`src/rtl/keypad_pkg.sv`:
```
// Shared key codes, keypad map and scanner state encoding for the keypad
// scanner and the calculator control FSM that consumes its key codes.
package keypad_pkg;

   localparam logic [3:0] EQUAL = 4'd10;
   localparam logic [3:0] AC    = 4'd11;
   localparam logic [3:0] PLUS  = 4'd12;
   localparam logic [3:0] MINUS = 4'd13;
   localparam logic [3:0] MULT  = 4'd14;
   localparam logic [3:0] DIV   = 4'd15;

   // Indexed by {row, col}
   localparam logic [3:0] KEYMAP [16] = '{
      4'd1, 4'd2, 4'd3,  PLUS,
      4'd4, 4'd5, 4'd6,  MINUS,
      4'd7, 4'd8, 4'd9,  MULT,
      AC,   4'd0, EQUAL, DIV
   };

   typedef enum logic [2:0] {
      ST_SCAN,
      ST_DEBOUNCE,
      ST_SETUP,
      ST_STROBE,
      ST_WAIT_RELEASE
   } scan_state_t;

   function automatic logic [1:0] lowest_zero(input logic [3:0] p);
      if (!p[0])      return 2'd0;
      else if (!p[1]) return 2'd1;
      else if (!p[2]) return 2'd2;
      else            return 2'd3;
   endfunction

endpackage

```
`src/rtl/keypad_scanner_if.sv`:
```
// Key strobe / key code link from the keypad scanner to the calculator FSM.
interface keypad_scanner_if;
   logic       kbEN;
   logic [3:0] pressedkey;

   modport master (output kbEN, output pressedkey);
   modport slave  (input  kbEN, input  pressedkey);
endinterface

```
`src/rtl/keypad_debounce.sv`:
```
// Stable-for-N detector: done is high on the Nth consecutive cycle of match.
module keypad_debounce #(
   parameter int N = 8
) (
   input  logic clk,
   input  logic reset,
   input  logic match,
   output logic done
);

   localparam int W = (N > 1) ? $clog2(N) : 1;

   logic [W-1:0] cnt;

   assign done = match && (cnt == W'(N - 1));

   // Saturates at N-1 so a long hold never wraps into a second done
   always_ff @(posedge clk or negedge reset) begin
      if (!reset)      cnt <= '0;
      else if (!match) cnt <= '0;
      else if (!done)  cnt <= cnt + 1'b1;
   end

endmodule

```
`src/rtl/keypad_scanner.sv`:
```
// 4x4 keypad scanner with press/release debounce and one kbEN strobe per press.
// Optional auto-repeat while a key is held: define KEYPAD_REPEAT_EN.
//
//   state           | meaning
//   ST_SCAN         | walk columns, sample rows at end of each column period
//   ST_DEBOUNCE     | column frozen, count stable press samples
//   ST_SETUP        | pressedkey valid, kbEN still low
//   ST_STROBE       | kbEN high for EN_PULSE_LEN cycles
//   ST_WAIT_RELEASE | column frozen, count stable all-released samples
module keypad_scanner
   import keypad_pkg::*;
#(
   parameter int SCAN_DIV      = 1000,
   parameter int DEBOUNCE_CNT  = 50000,
   parameter int EN_PULSE_LEN  = 4
`ifdef KEYPAD_REPEAT_EN
   , parameter int REPEAT_DELAY  = 25000000
   , parameter int REPEAT_PERIOD = 5000000
`endif
) (
   input  logic              clk,
   input  logic              reset,
   input  logic [3:0]        rows,
   output logic [3:0]        cols,
   keypad_scanner_if.master  kb
);

   localparam int SD_W = (SCAN_DIV > 1) ? $clog2(SCAN_DIV) : 1;
   localparam int PL_W = (EN_PULSE_LEN > 1) ? $clog2(EN_PULSE_LEN) : 1;

   scan_state_t     state, state_nxt;
   logic [3:0]      rs_meta, rs;
   logic [1:0]      col, col_nxt, row_q, row_nxt;
   logic [3:0]      pat_q, pat_nxt, pk_q, pk_nxt;
   logic [SD_W-1:0] scan_cnt, scan_nxt;
   logic [PL_W-1:0] pulse_cnt, pulse_nxt;
   logic            press_done, rel_done;

   keypad_debounce #(.N(DEBOUNCE_CNT)) u_press_db (
      .clk   (clk),
      .reset (reset),
      .match ((state == ST_DEBOUNCE) && (rs == pat_q)),
      .done  (press_done)
   );

   keypad_debounce #(.N(DEBOUNCE_CNT)) u_release_db (
      .clk   (clk),
      .reset (reset),
      .match ((state == ST_WAIT_RELEASE) && (rs == 4'b1111)),
      .done  (rel_done)
   );

`ifdef KEYPAD_REPEAT_EN
   localparam int RP_MAX = (REPEAT_DELAY > REPEAT_PERIOD) ? REPEAT_DELAY : REPEAT_PERIOD;
   localparam int RP_W   = $clog2(RP_MAX + 1);

   logic [RP_W-1:0] rep_cnt, rep_nxt;
   logic            rep_first, rep_first_nxt, rep_fire;

   // rep_cnt is zero on the cycle kbEN rises, so limits are rise-to-rise
   assign rep_fire = (state == ST_WAIT_RELEASE) && (rs == pat_q) &&
                     (rep_cnt >= (rep_first ? RP_W'(REPEAT_DELAY - 1)
                                            : RP_W'(REPEAT_PERIOD - 1)));
`endif

   assign cols           = ~(4'b0001 << col);
   assign kb.kbEN        = (state == ST_STROBE);
   assign kb.pressedkey  = pk_q;

   always_comb begin
      state_nxt = state;
      col_nxt   = col;
      row_nxt   = row_q;
      pat_nxt   = pat_q;
      pk_nxt    = pk_q;
      scan_nxt  = scan_cnt;
      pulse_nxt = pulse_cnt;
`ifdef KEYPAD_REPEAT_EN
      rep_first_nxt = rep_first;
      if (((state == ST_STROBE) || (state == ST_WAIT_RELEASE)) && (rs == pat_q))
         rep_nxt = (rep_cnt == '1) ? rep_cnt : rep_cnt + 1'b1;
      else
         rep_nxt = '0;
`endif
      case (state)
         ST_SCAN: begin
            if (scan_cnt == SD_W'(SCAN_DIV - 1)) begin
               scan_nxt = '0;
               if (rs != 4'b1111) begin
                  row_nxt   = lowest_zero(rs);
                  pat_nxt   = rs;
                  state_nxt = ST_DEBOUNCE;
               end else begin
                  col_nxt = col + 2'd1;
               end
            end else begin
               scan_nxt = scan_cnt + 1'b1;
            end
         end
         ST_DEBOUNCE: begin
            if (rs != pat_q) begin
               state_nxt = ST_SCAN;
               col_nxt   = col + 2'd1;
            end else if (press_done) begin
               // Key code lands one cycle ahead of the kbEN rising edge
               state_nxt = ST_SETUP;
               pk_nxt    = KEYMAP[{row_q, col}];
            end
         end
         ST_SETUP: begin
            state_nxt = ST_STROBE;
            pulse_nxt = '0;
`ifdef KEYPAD_REPEAT_EN
            rep_first_nxt = 1'b1;
`endif
         end
         ST_STROBE: begin
            if (pulse_cnt == PL_W'(EN_PULSE_LEN - 1)) begin
               state_nxt = ST_WAIT_RELEASE;
               pulse_nxt = '0;
            end else begin
               pulse_nxt = pulse_cnt + 1'b1;
            end
         end
         ST_WAIT_RELEASE: begin
            if (rel_done) begin
               state_nxt = ST_SCAN;
               col_nxt   = 2'd0;
               scan_nxt  = '0;
            end
`ifdef KEYPAD_REPEAT_EN
            else if (rep_fire) begin
               state_nxt     = ST_STROBE;
               pulse_nxt     = '0;
               rep_nxt       = '0;
               rep_first_nxt = 1'b0;
            end
`endif
         end
         default: state_nxt = ST_SCAN;
      endcase
   end

   always_ff @(posedge clk or negedge reset) begin
      if (!reset) begin
         rs_meta   <= 4'b1111;
         rs        <= 4'b1111;
         state     <= ST_SCAN;
         col       <= 2'd0;
         row_q     <= 2'd0;
         pat_q     <= 4'b1111;
         pk_q      <= 4'd0;
         scan_cnt  <= '0;
         pulse_cnt <= '0;
`ifdef KEYPAD_REPEAT_EN
         rep_cnt   <= '0;
         rep_first <= 1'b1;
`endif
      end else begin
         rs_meta   <= rows;
         rs        <= rs_meta;
         state     <= state_nxt;
         col       <= col_nxt;
         row_q     <= row_nxt;
         pat_q     <= pat_nxt;
         pk_q      <= pk_nxt;
         scan_cnt  <= scan_nxt;
         pulse_cnt <= pulse_nxt;
`ifdef KEYPAD_REPEAT_EN
         rep_cnt   <= rep_nxt;
         rep_first <= rep_first_nxt;
`endif
      end
   end

endmodule

```
`src/flat_wrapper.sv`:
```
// flat-port wrapper written by rule: the top's interface ports become plain ports
module keypad_scanner_flat import keypad_pkg::*;
#(
   parameter int SCAN_DIV      = 1000,
   parameter int DEBOUNCE_CNT  = 50000,
   parameter int EN_PULSE_LEN  = 4

)
  (clk, reset, rows, cols, kb_kbEN, kb_pressedkey);
  keypad_scanner_if kb_i ();
  input  logic clk;
  input  logic reset;
  input  logic [3:0] rows;
  output logic [3:0] cols;
  output wire logic [$bits(kb_i.kbEN)-1:0] kb_kbEN;
  output wire logic [$bits(kb_i.pressedkey)-1:0] kb_pressedkey;
  assign kb_kbEN = kb_i.kbEN;
  assign kb_pressedkey = kb_i.pressedkey;
  keypad_scanner #(.SCAN_DIV(SCAN_DIV), .DEBOUNCE_CNT(DEBOUNCE_CNT), .EN_PULSE_LEN(EN_PULSE_LEN)) u_core (.clk(clk), .reset(reset), .rows(rows), .cols(cols), .kb(kb_i));
endmodule
```
`config.mk`:
```
export PLATFORM = sky130hd
export DESIGN_NAME = keypad_scanner_flat
export DESIGN_NICKNAME = d
export VERILOG_FILES = /design/src/rtl/keypad_pkg.sv /design/src/rtl/keypad_scanner_if.sv /design/src/rtl/keypad_debounce.sv /design/src/rtl/keypad_scanner.sv /design/src/flat_wrapper.sv
export SDC_FILE = /design/constraint.sdc
export NUM_CORES = 1
export LEC_CHECK = 0
export CORE_MARGIN = 4
export CORE_UTILIZATION = 57
export CTS_BUF_LIST = sky130_fd_sc_hd__clkbuf_4 sky130_fd_sc_hd__clkbuf_8 sky130_fd_sc_hd__clkbuf_16
export DETAILED_ROUTE_END_ITERATION = 10
export GPL_ROUTABILITY_DRIVEN = 0
export PLACE_DENSITY = 0.77
export SETUP_SLACK_MARGIN = 0.1
export SLEW_MARGIN = 20
export SYNTH_ARGS = -nofsm -noshare
export SYNTH_HDL_FRONTEND = slang
export SYNTH_SLANG_ARGS = --single-unit
```
`constraint.sdc`:
```
create_clock -name clk -period 3.3 [get_ports clk]
set_input_delay 0.33 -clock clk [delete_from_list [all_inputs] [get_ports clk]]
set_output_delay 0.33 -clock clk [all_outputs]
set_load 0.01 [all_outputs]
```
==> metrics.md, run 1 <==
| Metric | Value |
|---|---|
| Status | `finished clean` |
| CTS Root Cell | `clkbuf_8` |
| DRT antenna net count | `0` |
| Gr busiest metal | `met2` |
| Tcrit/Tclk final | `between 70% and 80%` |
| Synth Instances | `330` |
| Die height | `about 84 um` |
| GRT Resource Usage Total | `a little under a fifth` |
| Sw frac | `20.0%` |
| Post-CTS resize count | `0` |
| Fraction of registers with async set/reset | `100%` |
| Input/output buffers | `14` |
| CTS Buffer Depth | `2` |
| Commonest non-fill, non-tap cell in the layout | `dfrtp_1` |
| RSZ-0062 raised after global routing | `false` |
| Minimum clock period | `about 2.6 ns` |
| Fmax | `about 0.39 GHz` |
| CTS H-Tree Depth | `3` |
| Post-CTS Setup Inserts | `0` |
| Grt met2 use | `just over 30%` |
| Net switching power | `between 0.0003 and 0.0004 W` |
| Main synth FF type | `dfrtp_1` |
| Max transition margin | `a little over two fifths` |
| HP Class | `input pin to async pin` |
| Clock sinks | `between 60 and 70` |
| Vias in the first global route | `2,325` |
| Share of the synthesized area in the top cell type | `between 40% and 50%` |
| Antenna diodes | `0` |
| Max-slew violation count | `0` |
| Part of the power in registers | `about 53%` |
| DRC | `0` |
| Skew final | `around 0.0055 ns` |
| Initial core utilization | `approximately 59%` |
| Number of enable flip-flop cells after synthesis | `0` |
| Max incr delay on CP | `roughly 0.6 ns` |
| Synthesis-to-layout area growth | `12.8%` |
| CORE AREA | `roughly 5600 sq um` |
| Clock Power Share | `45.1%` |
| Largest area contributor in the netlist | `dfrtp_1` |
| Die area | `between 7000 and 8000 sq um` |
| WP data required | `about 3.5 ns` |
| Worst Path Max Fanout | `18` |
| First drt pass iteration count | `4` |
| Max_cap viols | `0` |
| Mapped Avg Cell Area | `10.0 sq um` |
| Layout net count | `363` |
| Logic pwr share | `under 10%` |
| Worst-Skew Late Latency | `0.34 ns` |
| Worst-margin pin slew | `between 0.8 and 0.9 ns` |
| Pin count of the biggest net entering global routing | `39` |
| Worst R2R Setup Slack | `between 0.7 and 0.8 ns` |
| Critical R2R Capture | `u_core.kb.pressedkey[3]` |
| TritonCTS buffer count | `9` |
| Distinct cells, synth | `46` |
| P_int | `~0.0013 W` |
| Vias | `between 2,000 and 2,500` |
| Pwr dens | `~420 nW/um^2` |
| Final setup fails | `0` |
| TritonCTS clock tree | `yes` |
| Row count | `27` |
| Setup TNS | `0 ns` |
| Main area contributors after synthesis | `dfrtp_1 42%, dfstp_2 9.5%, xnor2_1 6.6%` |
| Critical path startpoint category | `flop` |
| DR WL/cell | `between 10 and 15 um` |
| Yosys warnings | `0` |
| Fill count | `440` |
| Number of vias per cell | `~5.5` |
| Clock-pin slew on the worst setup and hold paths | `0.07 ns` |
| Finished Core Util | `about 67%` |
| Peak VDD IR | `just under 300 uV` |
| HPWL Detailed | `about 4200 um` |
| CP cell instances | `xnor2_1 > nand4_1 > or4b_1 > buf_4 > or4_4 > mux2_4` |
| DR iter-0 viols | `between 150 and 200` |
| Most frequent cells in the layout | `55 x dfrtp_1, 52 x nor2_1, 26 x nand2_1` |
| Endpoint class of the critical path | `flop` |
| I/O pins | `15` |
| Lkg Pwr | `1.58 nW` |
| Met3 Resource Use GR | `4.51%` |
| Grt ovf | `0` |
| FF-to-FF path depth | `6` |
| Met1 Resource Use GR | `between 20% and 30%` |
| Final setup margin | `0.706 ns` |
| Setup crit end | `u_core.kb.pressedkey[3]` |
| First-pass GRT wire length | `10,700 um` |
| Crit Path Class | `flop to flop` |
| Chip Width | `approximately 84 um` |
| Yosys reg bits | `67` |
| Post-CTS Hold Buffers | `0` |
| Drt total wl | `about 6000 um` |
| Mapped Area | `3300 sq um` |
| Hold Vio Cnt, Final | `0` |
| Setup slack at placement | `slightly above 0.7 ns` |
| Sequential-to-total area share from yosys stat | `between 50% and 60%` |
| Reg-to-Reg Start | `u_core.rs[1]` |
| Slowest CP cell | `or4_4` |
| CP startpoint | `u_core.rs[1]` |
| Initial antenna violation count | `0` |
| Syn Nets | `about 340` |
| Layout cell share with drive strength beyond 1 | `12.7%` |
| Crit path DAT | `about 2.8 ns` |
==> cells by family after synthesis <==
kind of cell    after synthesis  share of synthesized area (%)
compound gates               30                           5.83
xor+xnor                     39                           10.3
fa+ha+maj                     8                           3.03
buf+inv                      28                           3.45
flops                        67                           51.2
mux                          11                           4.09
simple gates                147                           22.1
==> flip-flops by register name (all words and copies together), names as in the netlist <==
name,flops
u_core.u_press_db.cnt,16
u_core.u_release_db.cnt,16
u_core.scan_cnt,10
u_core.kb.pressedkey,4
u_core.pat_q,4
u_core.rs,4
u_core.rs_meta,4
u_core.state,3
u_core.col,2
u_core.pulse_cnt,2
u_core.row_q,2
==> critical path: cells and delay by family (launching register included) <==
family / cells / cell delay [ns]
buffers and inverters: 1 / 0.21
and+or+nand+nor: 3 / 1.25
DFF: 1 / 0.57
xor gates and xnor gates: 1 / 0.13
muxes: 1 / 0.32
==> power by group through the flow <==
stage	Sequential, W	Clock (W)	Combinational, W
finish	0.000834	0.000706	0.0000256
detailed placement	0.000849	0	0.0000272
global placement	0.000848	0	0.0000264
floorplan	0.000848	0	0.00000398
CTS	0.000834	0.000722	0.0000274
global route	0.000834	0.000768	0.0000296
==> per-stage QoR <==
stage               total power, W  hold WS (ns)  cell area [sq um]  std cells
detailed placement        0.000876         0.347               3520        410
global placement          0.000875         0.347               3520        410
CTS                        0.00158         0.116               3730        426
floorplan                 0.000852        0.0344               3300        330
global route               0.00163         0.147               3730        426
finish                     0.00157        0.0820               3730        426
==> cells in the mapped netlist, types with 2 or more instances <==
| library cell | n |
|---|---|
| xnor2_1 | 25 |
| nand4_1 | 5 |
| nor4bb_1 | 3 |
| mux2_2 | 4 |
| xor2_1 | 14 |
| o221ai_1 | 2 |
| dfrtp_1 | 55 |
| or3_1 | 3 |
| mux2i_1 | 3 |
| and3_1 | 8 |
| or4_1 | 2 |
| and4_1 | 2 |
| clkbuf_1 | 8 |
| o211ai_1 | 4 |
| ha_1 | 8 |
| nor2_1 | 52 |
| nand3_1 | 19 |
| a21oi_1 | 6 |
| nand2_1 | 26 |
| inv_1 | 17 |
| dfstp_2 | 12 |
| nand2b_1 | 2 |
| nor2b_1 | 2 |
| o21a_1 | 2 |
| nor4_1 | 4 |
| o21ai_0 | 9 |
| nor3_1 | 11 |
| mux2_4 | 4 |
==> routing by layer <==
metal | vias to the layer above | wire length (um)
li1 | 1169 | -
met1 | 1128 | 2820
met2 | 36 | 2890
met3 | 14 | 170
met4 | 0 | 129
met5 | - | 0
==> layout make-up <==
type	instances	area, sq um	share of cell area [%]
repair buffers	19	173	4.63
flip-flops and latches	67	1690	45.4
clock buffers	14	174	4.67
clock inverters	2	35.0	0.940
well taps	72	90.1	2.42
inverters	17	63.8	1.71
multi-input cells	235	1500	40.2
==> worst min-delay path by stage <==
stage,end,cells past startpoint
finish,u_core.row_q[1],1
global route,u_core.row_q[0],1
CTS,u_core.kb.pressedkey[0],1
detailed placement,u_core.rs[2],0
global placement,u_core.rs[0],0
floorplan,u_core.col[0],0
Note: power is estimated with default switching activity, not from simulation.
==> run 2, diff against run 1 <==
==> constraint.sdc (replaced) <==
create_clock -name clk -period 2.4 [get_ports clk]
set_input_delay 0.24 -clock clk [delete_from_list [all_inputs] [get_ports clk]]
set_output_delay 0.24 -clock clk [all_outputs]
set_load 0.01 [all_outputs]
==> run 2 against run 1 <==
Effect of this change: fmax increased by 13%; worst setup slack got worse by 0.60 ns; final cell count increased by 2.3%; global-route usage decreased by 0.30 points; utilization increased by 1.6 points; clock power increased by 39%; first-iteration DRC count decreased by 7.3%; largest power group unchanged.
==> metrics.md, run 2 (synthesis results as in run 1) <==
| Metric | Value |
|---|---|
| Clock Power Share | `45.3% (+0.2 points)` |
| Worst-margin pin slew | `0.671 ns (-0.184 ns)` |
| WP data required | `2.63 ns (-0.90 ns)` |
| First-pass GRT wire length | `10,600 um (-1.3%)` |
| Vias | `2,412 (+2.8%)` |
| Clock-pin slew on the worst setup and hold paths | `0.07 ns (about the same)` |
| TritonCTS buffer count | `9 (unchanged)` |
| Met1 Resource Use GR | `25.3% (+0.75 points)` |
| Hold Vio Cnt, Final | `0 (unchanged)` |
| Minimum clock period | `2.29 ns (-0.304 ns)` |
| Row count | `27 (unchanged)` |
| HP Class | `input pin to flop` |
| Max_cap viols | `0 (unchanged)` |
| Setup TNS | `0 ns (unchanged)` |
| Max incr delay on CP | `0.56 ns (-0.05 ns)` |
| Synthesis-to-layout area growth | `15.4%` |
| P_int | `0.00172 W (+37%)` |
| Peak VDD IR | `366 uV (+25%)` |
| Max transition margin | `54.8% (+12 points)` |
| Die height | `84.1 um (unchanged)` |
| Initial antenna violation count | `0 (unchanged)` |
| Crit path DAT | `2.52 ns (-0.30 ns)` |
| Logic pwr share | `1.9% (+0.3 points)` |
| Tcrit/Tclk final | `95.4% (+17 points)` |
| DR iter-0 viols | `177 (-7.3%)` |
| Worst Path Max Fanout | `5 (-13)` |
| Worst-Skew Late Latency | `0.34 ns (about the same)` |
| Max-slew violation count | `0 (unchanged)` |
| Commonest non-fill, non-tap cell in the layout | `dfrtp_1` |
| RSZ-0062 raised after global routing | `true` |
| Crit Path Class | `flop to flop` |
| Pwr dens | `569 nW/um^2 (+35%)` |
| Critical path startpoint category | `flop` |
| Top flop regs | `u_core.u_press_db.cnt (16), u_core.u_release_db.cnt (16), u_core.scan_cnt (10)` |
| Grt ovf | `0 (unchanged)` |
| Initial core utilization | `59.3% (unchanged)` |
| Vias in the first global route | `2,368 (+1.8%)` |
| Endpoint class of the critical path | `flop` |
| Gr busiest metal | `met2` |
| Skew final | `0.00599 ns (+0.000494 ns)` |
| Final setup fails | `0 (unchanged)` |
| Net switching power | `0.000452 W (+44%)` |
| Hold WS | `0.299 ns (+0.217 ns)` |
| Input/output buffers | `14 (unchanged)` |
| GRT Resource Usage Total | `18.6% (-0.30 points)` |
| I/O pins | `15 (unchanged)` |
| Finished Core Util | `68.4% (+1.6 points)` |
| Number of vias per cell | `5.53 (+0.41%)` |
| Drt total wl | `6000 um (-0.23%)` |
| Sw frac | `20.8% (+0.85 points)` |
| DRT antenna net count | `0 (unchanged)` |
| CORE AREA | `5570 sq um (unchanged)` |
| Status | `finished clean` |
| HPWL Detailed | `4210 um (about the same)` |
| Final Power | `0.00217 W (+39%)` |
| Slowest CP cell | `dfstp_2` |
| Fmax | `0.437 GHz (+13%)` |
| Die area | `7080 sq um (unchanged)` |
| TritonCTS clock tree | `yes` |
| DR WL/cell | `13.8 um (-2.5%)` |
| Layout cell share with drive strength beyond 1 | `15.4% (+2.7 points)` |
| Register cell area after layout | `1690 sq um (unchanged)` |
| Pin count of the biggest net entering global routing | `40 (+2.6%)` |
| Multi-input gate area | `1510 sq um (+0.42%)` |
| CTS H-Tree Depth | `3 (unchanged)` |
| First drt pass iteration count | `4 (unchanged)` |
| Clock sinks | `67 (unchanged)` |
| Final setup margin | `0.110 ns (-0.596 ns)` |
| Fill count | `418 (-5.0%)` |
| CTS Root Cell | `clkbuf_8` |
| CP cell instances | `xnor2_1 > nand4_1 > or4b_4 > or4_4 > mux2_4` |
| Chip Width | `84.1 um (unchanged)` |
| DRC | `0 (unchanged)` |
| Setup slack at placement | `0.0816 ns (-0.637 ns)` |
| Part of the power in registers | `52.8% (-0.5 points)` |
| Grt met2 use | `27.8% (-2.7 points)` |
| Layout net count | `373 (+2.8%)` |
| Worst R2R Setup Slack | `0.11 ns (-0.60 ns)` |
| Lkg Pwr | `1.62 nW (+2.9%)` |
| Met3 Resource Use GR | `5.40% (+0.88 points)` |
| Antenna diodes | `0 (unchanged)` |
| CTS Buffer Depth | `2 (unchanged)` |
| Most frequent cells in the layout | `55 x dfrtp_1, 52 x nor2_1, 26 x nand2_1` |
run 2: worst max-delay path: cells and delay by family (launching register included):
family	cells	cell delay, ns
AND/OR/NAND/NOR	3	1.16
multiplexers	1	0.32
flip-flops	1	0.56
XOR/XNOR	1	0.12
run 2: cell type report:
class                   count  area share (%)
clock inverters             4            1.25
flip-flops and latches     67            44.4
inverters                  17            1.67
well taps                  72            2.36
multi-input cells         235            39.5
clock buffers              12            4.33
repair buffers             29            6.56
run 2: final timing paths:
path                              startpoint  cells past startpoint                       to
setup / recovery                u_core.rs[0]                      5  u_core.kb.pressedkey[3]
hold / removal                       rows[1]                      1        u_core.rs_meta[1]
setup reg to reg                u_core.rs[0]                      5  u_core.kb.pressedkey[3]
hold reg to reg            u_core.rs_meta[1]                      0             u_core.rs[1]
max in group asynchronous              reset                      3          u_core.pat_q[3]
min in group asynchronous              reset                      3  u_core.kb.pressedkey[1]
run 2: routing by layer:
metal  up-vias  share of wire (%)
met5         -                  0
met4         0                2.1
met3        13                4.4
met2        47                 45
met1      1167                 48
li1       1185                  -
run 2: metrics by stage:
| stage | std cells | cell area [sq um] |
|---|---|---|
| 2_1_floorplan | 330 | 3310 |
| 3_3_place_gp | 416 | 3560 |
| 3_5_place_dp | 416 | 3560 |
| 4_1_cts | 433 | 3790 |
| 5_1_grt | 436 | 3810 |
| 6_report | 436 | 3810 |
run 2: repair_timing:
item / 4_1_cts / 5_1_grt
pin swaps: 1 / 0
setup buffers: 0 / 3
resized for setup: 1 / 1
hold buffers: 1 / 0
endpoints found under the hold margin: 55 / 0
setup endpoints to repair: 4 / 5
run 2: power by group through the flow:
stage          clock network (W)  registers (W)    logic, W
3_5_place_dp                   0        0.00117   0.0000378
3_3_place_gp                   0        0.00117   0.0000373
6_report                0.000983        0.00115   0.0000407
5_1_grt                  0.00106        0.00115   0.0000474
2_1_floorplan                  0        0.00117  0.00000548
4_1_cts                  0.00100        0.00115   0.0000391
==> run 3, diff against run 2 <==
--- a/config.mk
+++ b/config.mk
@@ -6,13 +6,12 @@
 export NUM_CORES = 1
 export LEC_CHECK = 0
 export CORE_MARGIN = 4
-export CORE_UTILIZATION = 57
+export CORE_UTILIZATION = 30
 export CTS_BUF_LIST = sky130_fd_sc_hd__clkbuf_4 sky130_fd_sc_hd__clkbuf_8 sky130_fd_sc_hd__clkbuf_16
 export DETAILED_ROUTE_END_ITERATION = 10
 export GPL_ROUTABILITY_DRIVEN = 0
-export PLACE_DENSITY = 0.77
+export PLACE_DENSITY = 0.46
 export SETUP_SLACK_MARGIN = 0.1
-export SLEW_MARGIN = 20
 export SYNTH_ARGS = -nofsm -noshare
 export SYNTH_HDL_FRONTEND = slang
 export SYNTH_SLANG_ARGS = --single-unit
==> run 3 against run 2 <==
Effect of this change: critical path type unchanged; routed wire length grew 7.2%; sequential share of layout area decreased by 1.1 points; fmax down 1.1%; non-clock buffer count increased by 2.
==> metrics.md, run 3 (synthesis results as in run 1) <==
| Metric | Value |
|---|---|
| TritonCTS buffer count | `9 (unchanged)` |
| Pwr dens | `550 nW/um^2 (-3.3%)` |
| Setup TNS | `0 ns (unchanged)` |
| HPWL Detailed | `4330 um (+2.7%)` |
| Vias | `2,366 (-1.9%)` |
| I/O pins | `15 (unchanged)` |
| Final Power | `0.00215 W (-0.75%)` |
| Drt total wl | `6430 um (+7.2%)` |
| Max-slew violation count | `0 (unchanged)` |
| RSZ-0062 raised after global routing | `true` |
| Vias in the first global route | `2,430 (+2.6%)` |
| Die area | `12,800 sq um (+80%)` |
| Fill count | `1,077 (+160%)` |
| First-pass GRT wire length | `11,600 um (+9.3%)` |
| Antenna diodes | `0 (unchanged)` |
| Worst Path Max Fanout | `5 (unchanged)` |
| P_int | `0.00169 W (-1.7%)` |
| Tcrit/Tclk final | `96.5% (+1.1 points)` |
| Number of vias per cell | `4.68 (-15%)` |
| Chip Width | `113 um (+34%)` |
| Logic pwr share | `2.1% (+0.2 points)` |
| Hold Startpoint | `rows[1]` |
| Die height | `113 um (+34%)` |
| Clock-pin slew on the worst setup and hold paths | `0.08 ns (about the same)` |
| Worst-Skew Late Latency | `0.35 ns (about the same)` |
| Max_cap viols | `0 (unchanged)` |
| DRC | `0 (unchanged)` |
| CTS Root Cell | `clkbuf_8` |
| GRT Resource Usage Total | `11.2% (-7.3 points)` |
| Initial antenna violation count | `0 (unchanged)` |
| Peak VDD IR | `267 uV (-27%)` |
| Initial core utilization | `30.6% (-29 points)` |
| Hold WS | `0.294 ns (-0.00439 ns)` |
| Hold Vio Cnt, Final | `0 (unchanged)` |
| Pin count of the biggest net entering global routing | `68 (+70%)` |
| Minimum clock period | `2.32 ns (+0.0259 ns)` |
| Critical path startpoint category | `flop` |
| HP Class | `input pin to flop` |
| Commonest non-fill, non-tap cell in the layout | `dfrtp_1` |
| Final setup fails | `0 (unchanged)` |
| Net switching power | `0.000465 W (+2.9%)` |
| Reg-to-Reg Start | `u_core.u_press_db.cnt[5]` |
| Max transition margin | `59.8% (+5.0 points)` |
| Top flop regs | `u_core.u_press_db.cnt (16), u_core.u_release_db.cnt (16), u_core.scan_cnt (10)` |
| Fmax | `0.432 GHz (-1.1%)` |
| TritonCTS clock tree | `yes` |
| Sw frac | `21.6% (+0.76 points)` |
| DR iter-0 viols | `113 (-36%)` |
| CTS H-Tree Depth | `3 (unchanged)` |
| CTS Buffer Depth | `2 (unchanged)` |
| Worst-margin pin slew | `0.597 ns (-0.0739 ns)` |
| Row count | `38 (+41%)` |
| Layout net count | `375 (+0.54%)` |
| Clock sinks | `67 (unchanged)` |
| CORE AREA | `10,800 sq um (+94%)` |
| Synthesis-to-layout area growth | `18.4%` |
| WP data required | `2.63 ns (about the same)` |
| Grt ovf | `0 (unchanged)` |
| Crit path DAT | `2.55 ns (+0.03 ns)` |
| Lkg Pwr | `1.63 nW (+0.42%)` |
| Input/output buffers | `14 (unchanged)` |
| Endpoint class of the critical path | `flop` |
| Skew final | `0.0113 ns (+0.00534 ns)` |
| Crit Path Class | `flop to flop` |
| Most frequent cells in the layout | `55 x dfrtp_1, 52 x nor2_1, 26 x nand2_1` |
| Part of the power in registers | `53.1% (+0.3 points)` |
| Status | `finished clean` |
| First drt pass iteration count | `4 (unchanged)` |
| Clock Power Share | `44.8% (-0.5 points)` |
| Layout cell share with drive strength beyond 1 | `15.6% (+0.19 points)` |
| DR WL/cell | `12.7 um (-7.6%)` |
| CP startpoint | `u_core.u_press_db.cnt[5]` |
| DRT antenna net count | `0 (unchanged)` |
## run 3: cell count changes in the layout (fill, tap and decap cells not counted), sizes merged
cell,change
clkinv,-1
buf,+2
clkinvlp,+1
## run 3: per-layer routing
| metal | track usage (%) | vias up | routed length [um] |
|---|---|---|---|
| met5 | 0 | - | 0 |
| li1 | - | 1188 | - |
| met4 | 4.49 | 0 | 140 |
| met3 | 3.64 | 12 | 247 |
| met2 | 17.1 | 34 | 2900 |
| met1 | 14.8 | 1132 | 3150 |
## run 3: final cells by class
class                           instances  area, sq um  area share, %
Sequential cell                        67         1690           43.2
Multi-Input combinational cell        235         1500           38.4
Timing Repair Buffer                   31          278           7.10
Tap cell                              140          175           4.48
Clock buffer                           12          153           3.90
Inverter                               17         63.8           1.63
Clock inverter                          4         50.0           1.28
## run 3: stage by stage
step / cell area (sq um) / utilization, % / std cells / worst slack, ns
2_1_floorplan: 3310 / - / 330 / 0.0218
3_3_place_gp: 3670 / 34.0 / 486 / 0.0755
3_5_place_dp: 3670 / 34.0 / 486 / 0.0775
4_1_cts: 3910 / 36.2 / 505 / 0.0622
5_1_grt: 3910 / 36.3 / 506 / 0.0363
6_report: 3910 / 36.3 / 506 / 0.0841
## run 3: repair_timing
item / CTS / global route
hold buffers: 1 / 0
setup endpoints to repair: 4 / 4
gates resized for setup: 1 / 0
setup buffers: 2 / 1
pin swaps: 4 / 1
endpoints found under the hold margin: 55 / 0
## run 3: worst max-delay path, stage by stage, from the launching register on
cell     delay [ns]
dfrtp_1        0.38
or4bb_1        0.50
or4_1          0.40
or4_4          0.60
mux2_4         0.32
## run 3: path summary, 6_finish.rpt
kind / endpoint / depth (start not counted) / slack (ns)
max: u_core.kb.pressedkey[1] / 4 / 0.08
min: u_core.rs_meta[1] / 1 / 0.29
max reg2reg: u_core.kb.pressedkey[1] / 4 / 0.08
min reg2reg: u_core.rs[3] / 0 / 0.35
max in group asynchronous: u_core.rs_meta[2] / 3 / 1.64
min in group asynchronous: u_core.row_q[1] / 3 / 0.43
## run 3: power groups by stage
stage	Sequential (W)	Clock, W	Combinational (W)
after floorplan	0.00117	0	0.00000548
after global placement	0.00117	0	0.0000452
after detailed placement	0.00117	0	0.0000448
after CTS	0.00114	0.00101	0.0000481
after global routing	0.00115	0.00105	0.0000531
final	0.00114	0.000964	0.0000453
